`src/rtl/phy_rx_pkg.sv`:
```
// Shared state encoding and default framing parameters for the serial
// receive synchroniser (comma search, alignment and lock supervision).
package phy_rx_pkg;

    typedef enum logic [1:0] {
        ST_SEARCH = 2'd0,
        ST_ALIGN  = 2'd1,
        ST_LOCKED = 2'd2
    } lock_state_e;

    localparam logic [7:0] DEF_COMMA      = 8'hBC;
    localparam int         DEF_LOCK_COUNT = 4;
    localparam int         DEF_MAX_GAP    = 64;

    function automatic logic [7:0] sat_inc8(input logic [7:0] v);
        return (v == 8'hFF) ? v : v + 8'd1;
    endfunction

endpackage

```
`src/rtl/phy_rx_comma_det.sv`:
```
// Serial-to-parallel shift register with a combinational compare of the
// incoming window (including the bit arriving this cycle) against COMMA.
module phy_rx_comma_det
    import phy_rx_pkg::*;
#(
    parameter logic [7:0] COMMA = DEF_COMMA
) (
    input  logic       clk_32f,
    input  logic       reset,
    input  logic       data_in,
    output logic [7:0] sr_next,
    output logic       match
);

    logic [7:0] r_sr;

    assign sr_next = {r_sr[6:0], data_in};
    assign match   = (sr_next == COMMA);

    // NOTE: sequential state uses non-blocking assignments so every register
    // samples pre-edge values regardless of block ordering.
    always_ff @(posedge clk_32f) begin
        if (reset) begin
            r_sr <= '0;
        end else begin
            r_sr <= sr_next;
        end
    end

endmodule

```
`src/rtl/phy_rx_sync_ctrl.sv`:
```
// Byte-alignment and lock FSM for a serial receiver: finds the comma,
// confirms LOCK_COUNT aligned commas, then emits data bytes until a gap timeout.
module phy_rx_sync_ctrl
    import phy_rx_pkg::*;
#(
    parameter logic [7:0] COMMA      = DEF_COMMA,
    parameter int         LOCK_COUNT = DEF_LOCK_COUNT,
    parameter int         MAX_GAP    = DEF_MAX_GAP
) (
    input  logic       clk_32f,
    input  logic       reset,
    input  logic       data_in,
    input  logic       resync_req,
    output logic [7:0] data_out,
    output logic       valid_out,
    output logic       active,
    output logic [1:0] lock_state,
    output logic [2:0] phase,
    output logic [7:0] sync_loss_cnt
);

    localparam int CCW = $clog2(LOCK_COUNT + 1);
    localparam int GCW = $clog2(MAX_GAP + 1);
    localparam logic [CCW-1:0] LOCK_CNT_V = CCW'(LOCK_COUNT);
    localparam logic [GCW-1:0] MAX_GAP_V  = GCW'(MAX_GAP);
    localparam logic [CCW-1:0] ONE_C      = CCW'(1);
    localparam logic [GCW-1:0] ONE_G      = GCW'(1);

    lock_state_e    r_state, w_state_next;
    logic [2:0]     r_free_cnt;
    logic [2:0]     r_bit_cnt, w_bit_cnt_next;
    logic [CCW-1:0] r_comma_cnt, w_comma_cnt_next;
    logic [GCW-1:0] r_gap_cnt, w_gap_cnt_next;
    logic [7:0]     r_data_out, w_data_out_next;
    logic           r_valid, w_valid_next;
    logic [2:0]     r_phase, w_phase_next;
    logic [7:0]     r_sync_loss, w_sync_loss_next;

    logic [7:0]     w_sr_next;
    logic           w_match;
    logic           w_byte_evt;

    phy_rx_comma_det #(
        .COMMA (COMMA)
    ) u_comma_det (
        .clk_32f (clk_32f),
        .reset   (reset),
        .data_in (data_in),
        .sr_next (w_sr_next),
        .match   (w_match)
    );

    assign w_byte_evt = (r_bit_cnt == 3'd7);

    // NOTE: every signal gets its default before the case statement, so no
    // path leaves one unassigned and no latch is inferred.
    always_comb begin
        w_state_next     = r_state;
        w_bit_cnt_next   = r_bit_cnt + 3'd1;
        w_comma_cnt_next = r_comma_cnt;
        w_gap_cnt_next   = r_gap_cnt;
        w_data_out_next  = r_data_out;
        w_valid_next     = 1'b0;
        w_phase_next     = r_phase;
        w_sync_loss_next = r_sync_loss;

        if (resync_req) begin
            // Resync beats any byte event landing on the same cycle.
            w_state_next     = ST_SEARCH;
            w_comma_cnt_next = '0;
            w_gap_cnt_next   = '0;
        end else begin
            unique case (r_state)
                ST_SEARCH: begin
                    if (w_match) begin
                        w_bit_cnt_next   = 3'd0;
                        w_comma_cnt_next = ONE_C;
                        w_phase_next     = r_free_cnt;
                        w_state_next     = ST_ALIGN;
                    end
                end
                ST_ALIGN: begin
                    if (w_byte_evt) begin
                        if (w_match) begin
                            w_comma_cnt_next = r_comma_cnt + ONE_C;
                            if (r_comma_cnt + ONE_C == LOCK_CNT_V) begin
                                w_state_next   = ST_LOCKED;
                                w_gap_cnt_next = '0;
                            end
                        end else begin
                            w_state_next     = ST_SEARCH;
                            w_comma_cnt_next = '0;
                        end
                    end
                end
                ST_LOCKED: begin
                    if (w_byte_evt) begin
                        if (w_match) begin
                            w_gap_cnt_next = '0;
                        end else begin
                            w_data_out_next = w_sr_next;
                            w_valid_next    = 1'b1;
                            w_gap_cnt_next  = r_gap_cnt + ONE_G;
                            if (r_gap_cnt + ONE_G == MAX_GAP_V) begin
                                w_state_next     = ST_SEARCH;
                                w_gap_cnt_next   = '0;
                                w_comma_cnt_next = '0;
                                w_sync_loss_next = sat_inc8(r_sync_loss);
                            end
                        end
                    end
                end
                default: begin
                    w_state_next = ST_SEARCH;
                end
            endcase
        end
    end

    always_ff @(posedge clk_32f) begin
        if (reset) begin
            r_state <= ST_SEARCH;
        end else begin
            r_state <= w_state_next;
        end
    end

    always_ff @(posedge clk_32f) begin
        if (reset) begin
            r_free_cnt  <= '0;
            r_bit_cnt   <= '0;
            r_comma_cnt <= '0;
            r_gap_cnt   <= '0;
            r_data_out  <= '0;
            r_valid     <= 1'b0;
            r_phase     <= '0;
            r_sync_loss <= '0;
        end else begin
            r_free_cnt  <= r_free_cnt + 3'd1;
            r_bit_cnt   <= w_bit_cnt_next;
            r_comma_cnt <= w_comma_cnt_next;
            r_gap_cnt   <= w_gap_cnt_next;
            r_data_out  <= w_data_out_next;
            r_valid     <= w_valid_next;
            r_phase     <= w_phase_next;
            r_sync_loss <= w_sync_loss_next;
        end
    end

    assign data_out      = r_data_out;
    assign valid_out     = r_valid;
    assign active        = (r_state == ST_LOCKED);
    assign lock_state    = r_state;
    assign phase         = r_phase;
    assign sync_loss_cnt = r_sync_loss;

endmodule

```
`config.mk`:
```
export PLATFORM = sky130hd
export DESIGN_NAME = phy_rx_sync_ctrl
export DESIGN_NICKNAME = d
export VERILOG_FILES = /design/src/rtl/phy_rx_pkg.sv /design/src/rtl/phy_rx_comma_det.sv /design/src/rtl/phy_rx_sync_ctrl.sv
export SDC_FILE = /design/constraint.sdc
export NUM_CORES = 1
export LEC_CHECK = 0
export ABC_AREA = 1
export CORE_MARGIN = 3
export CORE_UTILIZATION = 45
export DETAILED_ROUTE_END_ITERATION = 6
export DONT_BUFFER_PORTS = 1
export PLACE_DENSITY = 0.67
export SLEW_MARGIN = 10
export SYNTH_ARGS = -nofsm -noshare
export SYNTH_HDL_FRONTEND = slang
export SYNTH_SLANG_ARGS = --single-unit
```
`constraint.sdc`:
```
create_clock -name clk_32f -period 1.8 [get_ports clk_32f]
set_input_delay 0.27 -clock clk_32f [delete_from_list [all_inputs] [get_ports clk_32f]]
set_output_delay 0.27 -clock clk_32f [all_outputs]
set_load 0.05 [all_outputs]
```
==> metrics.txt <==
largest area contributor in the netlist dfxtp_1; fin crit period 1.65 ns; Tightest Pin Transition slightly above 0.5 ns; Multi-input gate area approximately 0.0011 sq mm; Slew HR 65.4%; Slew Viols, Final 0; fin nets 315; ranking of synthesized cells by area dfxtp_1, nand2_1, nor2_1; antenna violations before repair 0; drt total wl 4100 um; crit path max fanout 6; gpl congestion 0.841; clk slew on worst S/H paths around 0.080 ns; drt via density between 4 and 5; Sink Count 45; Post-synth EDFFs 0; overall power approximately 1.7 mW; worst min path class in2reg; routed len/inst between 10 and 15 um; Synth Warn # 0; First-pass DRT Iterations 4; Leakage 1.00 nW; Area Growth Syn to Fin 14.2%; Syn Area/Cell 7.51 sq um; die width around 74 um; share of layout cells above drive strength 1 16.3%; Root Driver clkbuf_8; WP data arrival 1.85 ns; Hold Vio Cnt, Final 0; synthesized cell area roughly 0.0021 sq mm; Die H between 70 and 80 um; crit path cell chain inv_1 -> ha_1 -> a21boi_1 -> nand3_2 -> clkinv_1 -> nand3_1 -> nor2_1 -> o21a_1; CTS tree yes; initial DRC count 71; Sequential Area 911 sq um; clk_skew ~0.0058 ns; CTS H-tree lvls 2; Power Density 694 mW/mm^2; final setup fails 0; clk_lat worst skew 0.30 ns; post-synth top area share 42.7%; Worst setup SP type flip-flop; I/O pin cnt 27; unrepaired setup endpoints after global routing false; Worst Setup End Kind flip-flop; crit path max-delay cell type dfxtp_4; worst IR drop on VDD 0.000521 V; Syn Inst Count about 280; Net Count, Synth approximately 300; Sum Neg Setup Slack 0 ns; top_reg_cell synth dfxtp_1; Crit path max-delay family flip-flops; ANT cells 0; max cap viols 0; Crit path buffers/inverters 2; CTS buffer count 5; kind of critical path reg2reg; Final ANT Viol Nets 0; first-pass GRT wire length 6890 um; Yosys reg bits between 40 and 50; data required time of the worst path approximately 2 ns; gr ovfl total 0; achievable frequency 606 MHz; overall routing resource usage between 10% and 20%; PortBufs 0; Seq/Total Area, Yosys 42.7%; Die ar. 0.00555 sq mm; outcome completed; Core ar. 0.00444 sq mm; FFs w/ async S/R, synth 0%; slowest stage delay, CP 0.36 ns; vias in the first global route ~1600; fin crit share 91.6%; pin count of the biggest net entering global routing 21; Cell variety after synth 31; CTS max path bufs 2; Final HPWL DP ~3000 um; row count 24; filler instances 417; via count 1760; DRC Markers 0; initial core utilization 47.5%
-- synth_stat cells, types with 2 or more instances --
master and n:
nor2_2 2, xnor2_1 3, a21oi_1 19, inv_1 35, nand3_2 3, a211oi_1 4
o21ai_0 16, nand3_1 8, nand4_1 12, xor2_1 4, nor2_1 42, nor3_1 5
inv_2 3, nand2_1 50, buf_2 3, buf_1 2, ha_1 11, nand2_2 2
dfxtp_1 45
-- placed cells by master, fill, tap and decap left out, types with 4 or more instances in the layout --
| cell | Yosys | routed |
|---|---|---|
| nand2_1 | 50 | 50 |
| nand3_1 | 8 | 8 |
| dfxtp_2 | 0 | 5 |
| a21oi_1 | 19 | 19 |
| inv_1 | 35 | 35 |
| xor2_1 | 4 | 4 |
| nor3_1 | 5 | 5 |
| nand4_1 | 12 | 12 |
| ha_1 | 11 | 9 |
| nor2_1 | 42 | 41 |
| buf_4 | 0 | 18 |
| clkbuf_8 | 0 | 5 |
| a211oi_1 | 4 | 4 |
| o21ai_0 | 16 | 16 |
| dfxtp_1 | 45 | 39 |
-- what timing repair did --
action,4_1_cts,5_1_grt
endpoints found under the setup margin,0,7
buffers inserted,0,1
resized for setup,0,6
hold buffers,0,0
-- worst paths after layout --
check | start | endpoint | slack [ns] | depth (start not counted)
setup / recovery | lock_state[0] | r_gap_cnt[6] | 0.15 | 8
hold / removal | reset | sync_loss_cnt[0] | 0.03 | 1
setup reg to reg | lock_state[0] | r_gap_cnt[6] | 0.15 | 8
hold reg to reg | r_bit_cnt[0] | r_bit_cnt[0] | 0.42 | 1
-- sequential cells by signal, summed over array words and instances (netlist names) --
register          count
data_out              8
sync_loss_cnt         8
r_gap_cnt             7
u_comma_det.r_sr      7
phase                 3
r_bit_cnt             3
r_comma_cnt           3
r_free_cnt            3
lock_state            2
valid_out             1
-- kinds of logic after synthesis --
kind of cell             count (synthesis)  share of synthesized area, %
AO/OA/AOI/OAI                           43                          11.0
XOR/XNOR                                 7                          2.91
adder cells (fa/ha/maj)                 11                          6.52
buffers and inverters                   46                          8.42
flip-flops                              45                          42.7
AND/OR/NAND/NOR                        129                          28.5
-- layer usage --
layer	track usage, %	part of all wire, %	vias to the layer above
met2	24.7	46	20
met3	5.41	3.9	7
met1	20.6	48	786
li1	-	-	947
met4	6.32	1.8	0
met5	0	0	-
-- power breakdown --
| group | internal [mW] | leakage (nW) | switching (mW) | total, mW |
|---|---|---|---|---|
| sequential | 1.01 | 0.368 | 0.00731 | 1.01 |
| combinational | 0.0150 | 0.600 | 0.0248 | 0.0399 |
| clock | 0.274 | 0.0374 | 0.344 | 0.617 |
-- per-stage QoR --
step	cell area, sq um	hold WS (ns)	utilization (%)	worst slack (ns)	cells
2_1_floorplan	2130	0.388	-	0.0159	281
3_3_place_gp	2300	0.340	51.7	0.135	344
3_5_place_dp	2300	0.344	51.7	0.0986	344
4_1_cts	2380	0.0146	53.6	0.0809	352
5_1_grt	2410	0.0168	54.2	0.0384	353
6_report	2410	0.0324	54.2	0.151	353
-- cell type report --
class,instances,area share (%)
Timing Repair Buffer,18,5.61
Tap cell,52,2.70
Inverter,40,6.29
Sequential cell,45,37.8
Clock inverter,2,0.623
Clock buffer,6,3.01
Multi-Input combinational cell,190,43.9
Note: power is estimated with default switching activity, not from simulation.
